`config.mk`:
```
export PLATFORM = sky130hd
export DESIGN_NAME = draw_sprite_blit
export DESIGN_NICKNAME = d
export VERILOG_FILES = /design/src/rtl/draw_sprite_blit.sv
export SDC_FILE = /design/constraint.sdc
export NUM_CORES = 1
export LEC_CHECK = 0
export ABC_AREA = 1
export BUFFER_PORTS_ARGS = -buffer_cell sky130_fd_sc_hd__buf_2
export CORE_MARGIN = 5
export CORE_UTILIZATION = 50
export CTS_BUF_LIST = sky130_fd_sc_hd__clkbuf_8 sky130_fd_sc_hd__clkbuf_16
export DETAILED_ROUTE_END_ITERATION = 16
export PLACE_DENSITY = 0.86
export SYNTH_ARGS = -nofsm -noshare
export SYNTH_HDL_FRONTEND = slang
export SYNTH_SLANG_ARGS = --single-unit
```
`constraint.sdc`:
```
create_clock -name clk -period 9 [get_ports clk]
set_input_delay 1.35 -clock clk [delete_from_list [all_inputs] [get_ports clk]]
set_output_delay 1.35 -clock clk [all_outputs]
set_load 0.02 [all_outputs]
```
`src/rtl/draw_sprite_blit.sv`:
```
// Sprite blitter: copies an SPR_W x SPR_H sprite from ROM into the frame buffer with
// colour-key transparency, flips and screen-edge clipping, one pixel per ROM read.
module draw_sprite_blit #(
   parameter int               SPR_W  = 8,
   parameter int               SPR_H  = 8,
   parameter int               SCR_W  = 640,
   parameter int               SCR_H  = 480,
   parameter int               PIX_W  = 24,
   parameter int               ROM_AW = 14,
   parameter int               FB_AW  = 19,
   parameter int               IMG_W  = 8,
   parameter logic [PIX_W-1:0] KEY    = 24'hFF00FF
) (
   input  logic              clk,
   input  logic              rst_n,
   input  logic              start,
   input  logic [IMG_W-1:0]  img_sel,
   input  logic [9:0]        x_pos,
   input  logic [8:0]        y_pos,
   input  logic              flip_h,
   input  logic              flip_v,
   output logic              busy,
   output logic              done,
   output logic              rom_rd_en,
   output logic [ROM_AW-1:0] rom_addr,
   input  logic [31:0]       rom_data,
   input  logic              rom_data_valid,
   output logic              fb_we,
   output logic [FB_AW-1:0]  fb_addr,
   output logic [PIX_W-1:0]  fb_data,
   input  logic              fb_ready
);

   localparam int CW = $clog2(SPR_W);
   localparam int RW = $clog2(SPR_H);

   typedef enum logic [2:0] {S_IDLE, S_READ, S_WAIT, S_WRITE, S_NEXT, S_DONE} state_t;

   state_t             state_q, state_d;
   logic [IMG_W-1:0]   img_q, img_d;
   logic [9:0]         x_q, x_d;
   logic [8:0]         y_q, y_d;
   logic               fh_q, fh_d, fv_q, fv_d;
   logic [RW-1:0]      row_q, row_d;
   logic [CW-1:0]      col_q, col_d;
   logic               busy_q, busy_d, done_q, done_d, rom_rd_en_q, rom_rd_en_d, fb_we_q, fb_we_d;
   logic [ROM_AW-1:0]  rom_addr_q, rom_addr_d;
   logic [FB_AW-1:0]   fb_addr_q, fb_addr_d;
   logic [PIX_W-1:0]   fb_data_q, fb_data_d;

   logic [PIX_W-1:0]   pix;
   logic [10:0]        dx;
   logic [9:0]         dy;
   logic [31:0]        fb_full;
   logic [CW-1:0]      col_inc;
   logic [RW-1:0]      row_inc;

   // Flip only changes which source pixel is fetched; destination stays in raster order.
   function automatic logic [ROM_AW-1:0] src_addr(input logic [IMG_W-1:0] img, input logic fh,
                                                  input logic fv, input logic [RW-1:0] r,
                                                  input logic [CW-1:0] c);
      logic [CW-1:0] sc;
      logic [RW-1:0] sr;
      logic [31:0]   a;
      sc = fh ? CW'(SPR_W - 1) - c : c;
      sr = fv ? RW'(SPR_H - 1) - r : r;
      a  = 32'(img) * 32'(SPR_W * SPR_H) + 32'(sr) * 32'(SPR_W) + 32'(sc);
      return a[ROM_AW-1:0];
   endfunction

   always_comb begin
      state_d     = state_q;
      img_d       = img_q;
      x_d         = x_q;
      y_d         = y_q;
      fh_d        = fh_q;
      fv_d        = fv_q;
      row_d       = row_q;
      col_d       = col_q;
      busy_d      = busy_q;
      done_d      = 1'b0;
      rom_rd_en_d = 1'b0;
      rom_addr_d  = rom_addr_q;
      fb_we_d     = fb_we_q;
      fb_addr_d   = fb_addr_q;
      fb_data_d   = fb_data_q;
      pix         = rom_data[PIX_W-1:0];
      dx          = 11'(x_q) + 11'(col_q);
      dy          = 10'(y_q) + 10'(row_q);
      fb_full     = 32'(dy) * 32'(SCR_W) + 32'(dx);
      col_inc     = col_q + CW'(1);
      row_inc     = row_q + RW'(1);
      case (state_q)
         S_IDLE: if (start) begin
            img_d       = img_sel;
            x_d         = x_pos;
            y_d         = y_pos;
            fh_d        = flip_h;
            fv_d        = flip_v;
            row_d       = '0;
            col_d       = '0;
            busy_d      = 1'b1;
            rom_rd_en_d = 1'b1;
            rom_addr_d  = src_addr(img_sel, flip_h, flip_v, '0, '0);
            state_d     = S_READ;
         end
         S_READ: state_d = S_WAIT;
         S_WAIT: if (rom_data_valid) begin
            if (pix == KEY || dx >= 11'(SCR_W) || dy >= 10'(SCR_H)) begin
               state_d = S_NEXT;
            end else begin
               fb_we_d   = 1'b1;
               fb_addr_d = fb_full[FB_AW-1:0];
               fb_data_d = pix;
               state_d   = S_WRITE;
            end
         end
         S_WRITE: if (fb_ready) begin
            fb_we_d = 1'b0;
            state_d = S_NEXT;
         end
         S_NEXT: begin
            if (col_q == CW'(SPR_W - 1) && row_q == RW'(SPR_H - 1)) begin
               col_d   = '0;
               busy_d  = 1'b0;
               done_d  = 1'b1;
               state_d = S_DONE;
            end else begin
               if (col_q == CW'(SPR_W - 1)) begin
                  col_d = '0;
                  row_d = row_inc;
               end else begin
                  col_d = col_inc;
               end
               rom_rd_en_d = 1'b1;
               rom_addr_d  = src_addr(img_q, fh_q, fv_q, row_d, col_d);
               state_d     = S_READ;
            end
         end
         S_DONE:  state_d = S_IDLE;
         default: state_d = S_IDLE;
      endcase
   end

   always_ff @(posedge clk or negedge rst_n) begin
      if (!rst_n) begin
         state_q     <= S_IDLE;
         img_q       <= '0;
         x_q         <= '0;
         y_q         <= '0;
         fh_q        <= 1'b0;
         fv_q        <= 1'b0;
         row_q       <= '0;
         col_q       <= '0;
         busy_q      <= 1'b0;
         done_q      <= 1'b0;
         rom_rd_en_q <= 1'b0;
         rom_addr_q  <= '0;
         fb_we_q     <= 1'b0;
         fb_addr_q   <= '0;
         fb_data_q   <= '0;
      end else begin
         state_q     <= state_d;
         img_q       <= img_d;
         x_q         <= x_d;
         y_q         <= y_d;
         fh_q        <= fh_d;
         fv_q        <= fv_d;
         row_q       <= row_d;
         col_q       <= col_d;
         busy_q      <= busy_d;
         done_q      <= done_d;
         rom_rd_en_q <= rom_rd_en_d;
         rom_addr_q  <= rom_addr_d;
         fb_we_q     <= fb_we_d;
         fb_addr_q   <= fb_addr_d;
         fb_data_q   <= fb_data_d;
      end
   end

   generate
      if (PIX_W < 32) begin : g_rom_hi
         logic unused_rom_hi;
         assign unused_rom_hi = ^rom_data[31:PIX_W];
      end
   endgenerate

   assign busy      = busy_q;
   assign done      = done_q;
   assign rom_rd_en = rom_rd_en_q;
   assign rom_addr  = rom_addr_q;
   assign fb_we     = fb_we_q;
   assign fb_addr   = fb_addr_q;
   assign fb_data   = fb_data_q;

endmodule

```
==> impl_metrics.toml <==
[logic_synthesis]
synthTopCellsByArea = "dfrtp_1 (45%), nand2_1 (20%), ha_1 (5.5%), inv_1 (4.2%), nand3_1 (3.9%)"
netlist_area_mm2 = 0.00549
seq_area_frac_synth_pct = 45.2
netlist_instances = 711
synthFlopType = "dfrtp_1"
yosysTopAreaCell = "dfrtp_1"
avgSynthCellArea_um2 = 7.72
synth_cell_type_count = 36
syn-num-nets = 805
async_flop_share_pct = 100
ys_ff_latch = 99
netlist.area_leader.share_pct = 45.2
yosys_warnings = 0
synth_edf_count = 0

[timing]
slew_violations = 0
finalCritPeriodShare_pct = 40.9
worst_hold_slack_ns = 0.480
finalWorstPathRequiredPeriod_ns = 3.68
clock_skew_ns = 0.0127
final-hold-violation-count = 0
slew_headroom_pct = 37.6
rsz0062_at_grt = "false"
setup_viol = 0
fmax_mhz = 272
finalSetupTns_ns = 0
max_slew.worst_pin.slew_ns = 0.934

[grt]
grt_pass1_vias = 4608
gr-usage-all-layers_pct = 19.4
overflow = 0
grt_pass1_wl_um = 20700
antenna_found_initial = 2
grt_start_max_net_pins = 68

[drt]
post_drt_wl_per_cell_um = 12.7
drtAntennaViolNets = 0
vias_per_cell = 4.97
drtPass1Iterations = 4
routed_wl_um = 12300
drt_iter0_drc = 251
vias = 4824
route.detailed.drc = 0

[power]
p_per_area_mw_per_mm2 = 355
clock_power_share_pct = 13.2
cellLeakagePower_nw = 3.51
switching_share_pct = 46.9
seqPwrFrac_pct = 33.4
p_int_w = 0.00120
ir_worst_vdd_mv = 0.186
p_comb_share_pct = 53.4
p_switching_w = 0.00106

[placed_design]
gp_congestion = 0.823
dpl.hpwl_um = 9280
portBuffers = 118

[clock_tree]
cts.sinks = 99
holdBufCountCts = 0
tritoncts = "done"
ctsResizeCount = 0
numCtsBuffers = 9
insertion_delay_ns = 0.37
clockRootBuffer = "clkbuf_8"
cts_buffer_depth = 2
cts.clk_slew.worst_paths_ns = 0.10
post-cts-setup-buffer-count = 0
htreeDepth = 3

[hold_path]
min_path_type = "reg -> reg"

[setup_path]
cp-start-kind = "flop"
critPathMaxStageDelay_ns = 0.65
critPathTopFamily = "simple AND/OR/NAND/NOR gates"
crit_top_cell = "nand2_1"
crit_fanout = 6
path_buf_inv = 2
crit_path_end_kind = "flop"
cp_slowest_cell = "fa_1"
worst_ep_arrival_time_ns = 3.98
required_ns = 9.30
crit_chain = "ha_1, inv_1, fa_1, inv_1, nand3_1, nand2_2, xnor2_1, xor2_1, fa_1, nand2_1, nor2_1, nand2_1, nand3_1, nand2_1, nor2_1, nand3_1, nor2_1, nand2_1, nand2_1, nand3_1, nand2_1"
crit_type = "reg -> reg"

[layout]
num-nets-final = 919
layout_commonest_cell = "nand2_1"
area_growth_pct = 16.4
most-common-layout-cells = "nand2_1 (293), buf_2 (117), dfrtp_1 (99)"
drive_above_1_share_pct = 18.6

[run]
maxCapViolCount = 0

[status]
status = "finished clean"

[floorplanning]
core_mm2 = 0.0108
ios = 127
die-area_mm2 = 0.0132
initial_core_util_pct = 50.8
die_h_um = 115
std_cell_rows = 38
die_w_um = 115
-- power by group through the flow --
stage	Sequential, W	Combinational, W	Clock [W]
floorplan	0.000895	0.000770	0
global placement	0.000755	0.00119	0
detailed placement	0.000765	0.00122	0
CTS	0.000757	0.00122	0.000309
global route	0.000785	0.00139	0.000323
finish	0.000758	0.00121	0.000300
-- flip-flops by register name, indices dropped and copies added, names as in the netlist --
register   count
busy           1
col_q          3
done           1
fb_addr       19
fb_data       24
fb_we          1
fh_q           1
fv_q           1
img_q          8
rom_addr      14
rom_rd_en      1
row_q          3
state_q        3
x_q           10
y_q            9
-- cells in the mapped netlist, types with 2 or more instances --
library cell / instances
buf_6: 4
buf_2: 5
a31oi_1: 14
nand3_1: 43
o31ai_1: 2
nand4_1: 4
o21bai_1: 2
clkbuf_1: 9
dfrtp_1: 99
or2_2: 4
o21ai_0: 38
ha_1: 24
xnor2_1: 7
nor2_1: 51
inv_1: 61
nand2_1: 293
nand2_2: 4
a21oi_1: 11
nor3_1: 2
nand3b_1: 2
fa_1: 4
xor2_1: 14
-- worst min-delay path, stage by stage (launching register included) --
cell and delay [ns]:
dfrtp_1 0.36, nand2_1 0.05, nand2_1 0.04
-- per-layer routing --
metal	share of wire, %	global-route usage (%)
met1	46	25.0
met5	0.22	0
met3	7.0	4.47
met4	1.4	6.65
met2	45	32.2
-- stage by stage --
stage	power [W]	setup WS, ns	instances	utilization, %	cell area [µm²]
after floorplan	0.00167	5.76	711	-	5490
after global placement	0.00195	5.46	954	57.2	6180
after detailed placement	0.00198	5.36	954	57.2	6180
after CTS	0.00229	5.32	969	59.1	6380
after global routing	0.00249	4.93	969	59.1	6380
final	0.00227	5.32	970	59.2	6380
-- layout make-up --
type,instances,area (µm²)
Multi-Input combinational cell,530,2670
Clock inverter,5,67.6
Sequential cell,99,2480
Inverter,63,236
Tap cell,140,175
Timing Repair Buffer,122,623
Antenna cell,1,2.50
Clock buffer,10,138
Fill cell,983,4410
-- path summary, 6_finish.rpt --
check	from	to	slack (ns)	cells after the start
worst max register to register	row_q[0]	fb_addr[18]	5.32	21
min in group asynchronous	rst_n	img_q[1]	0.89	1
max in group asynchronous	rst_n	fb_addr[16]	6.90	2
worst max-delay path	row_q[0]	fb_addr[18]	5.32	21
worst min register to register	fb_we	fb_we	0.48	2
worst min-delay path	fb_we	fb_we	0.48	2
-- cells by family (layout without fill, tap and decap cells) --
| family | count (synthesis) | count (layout) | share of synthesized area (%) |
|---|---|---|---|
| buffers and inverters | 82 | 200 | 6.27 |
| DFF | 99 | 99 | 45.2 |
| xor gates and xnor gates | 21 | 21 | 3.35 |
| AOI/OAI and AO/OA | 70 | 70 | 7.14 |
| adders and majority gates | 28 | 28 | 6.93 |
| and+or+nand+nor | 411 | 411 | 31.2 |
| other | 0 | 1 | 0 |
Note: power is estimated with default switching activity, not from simulation.
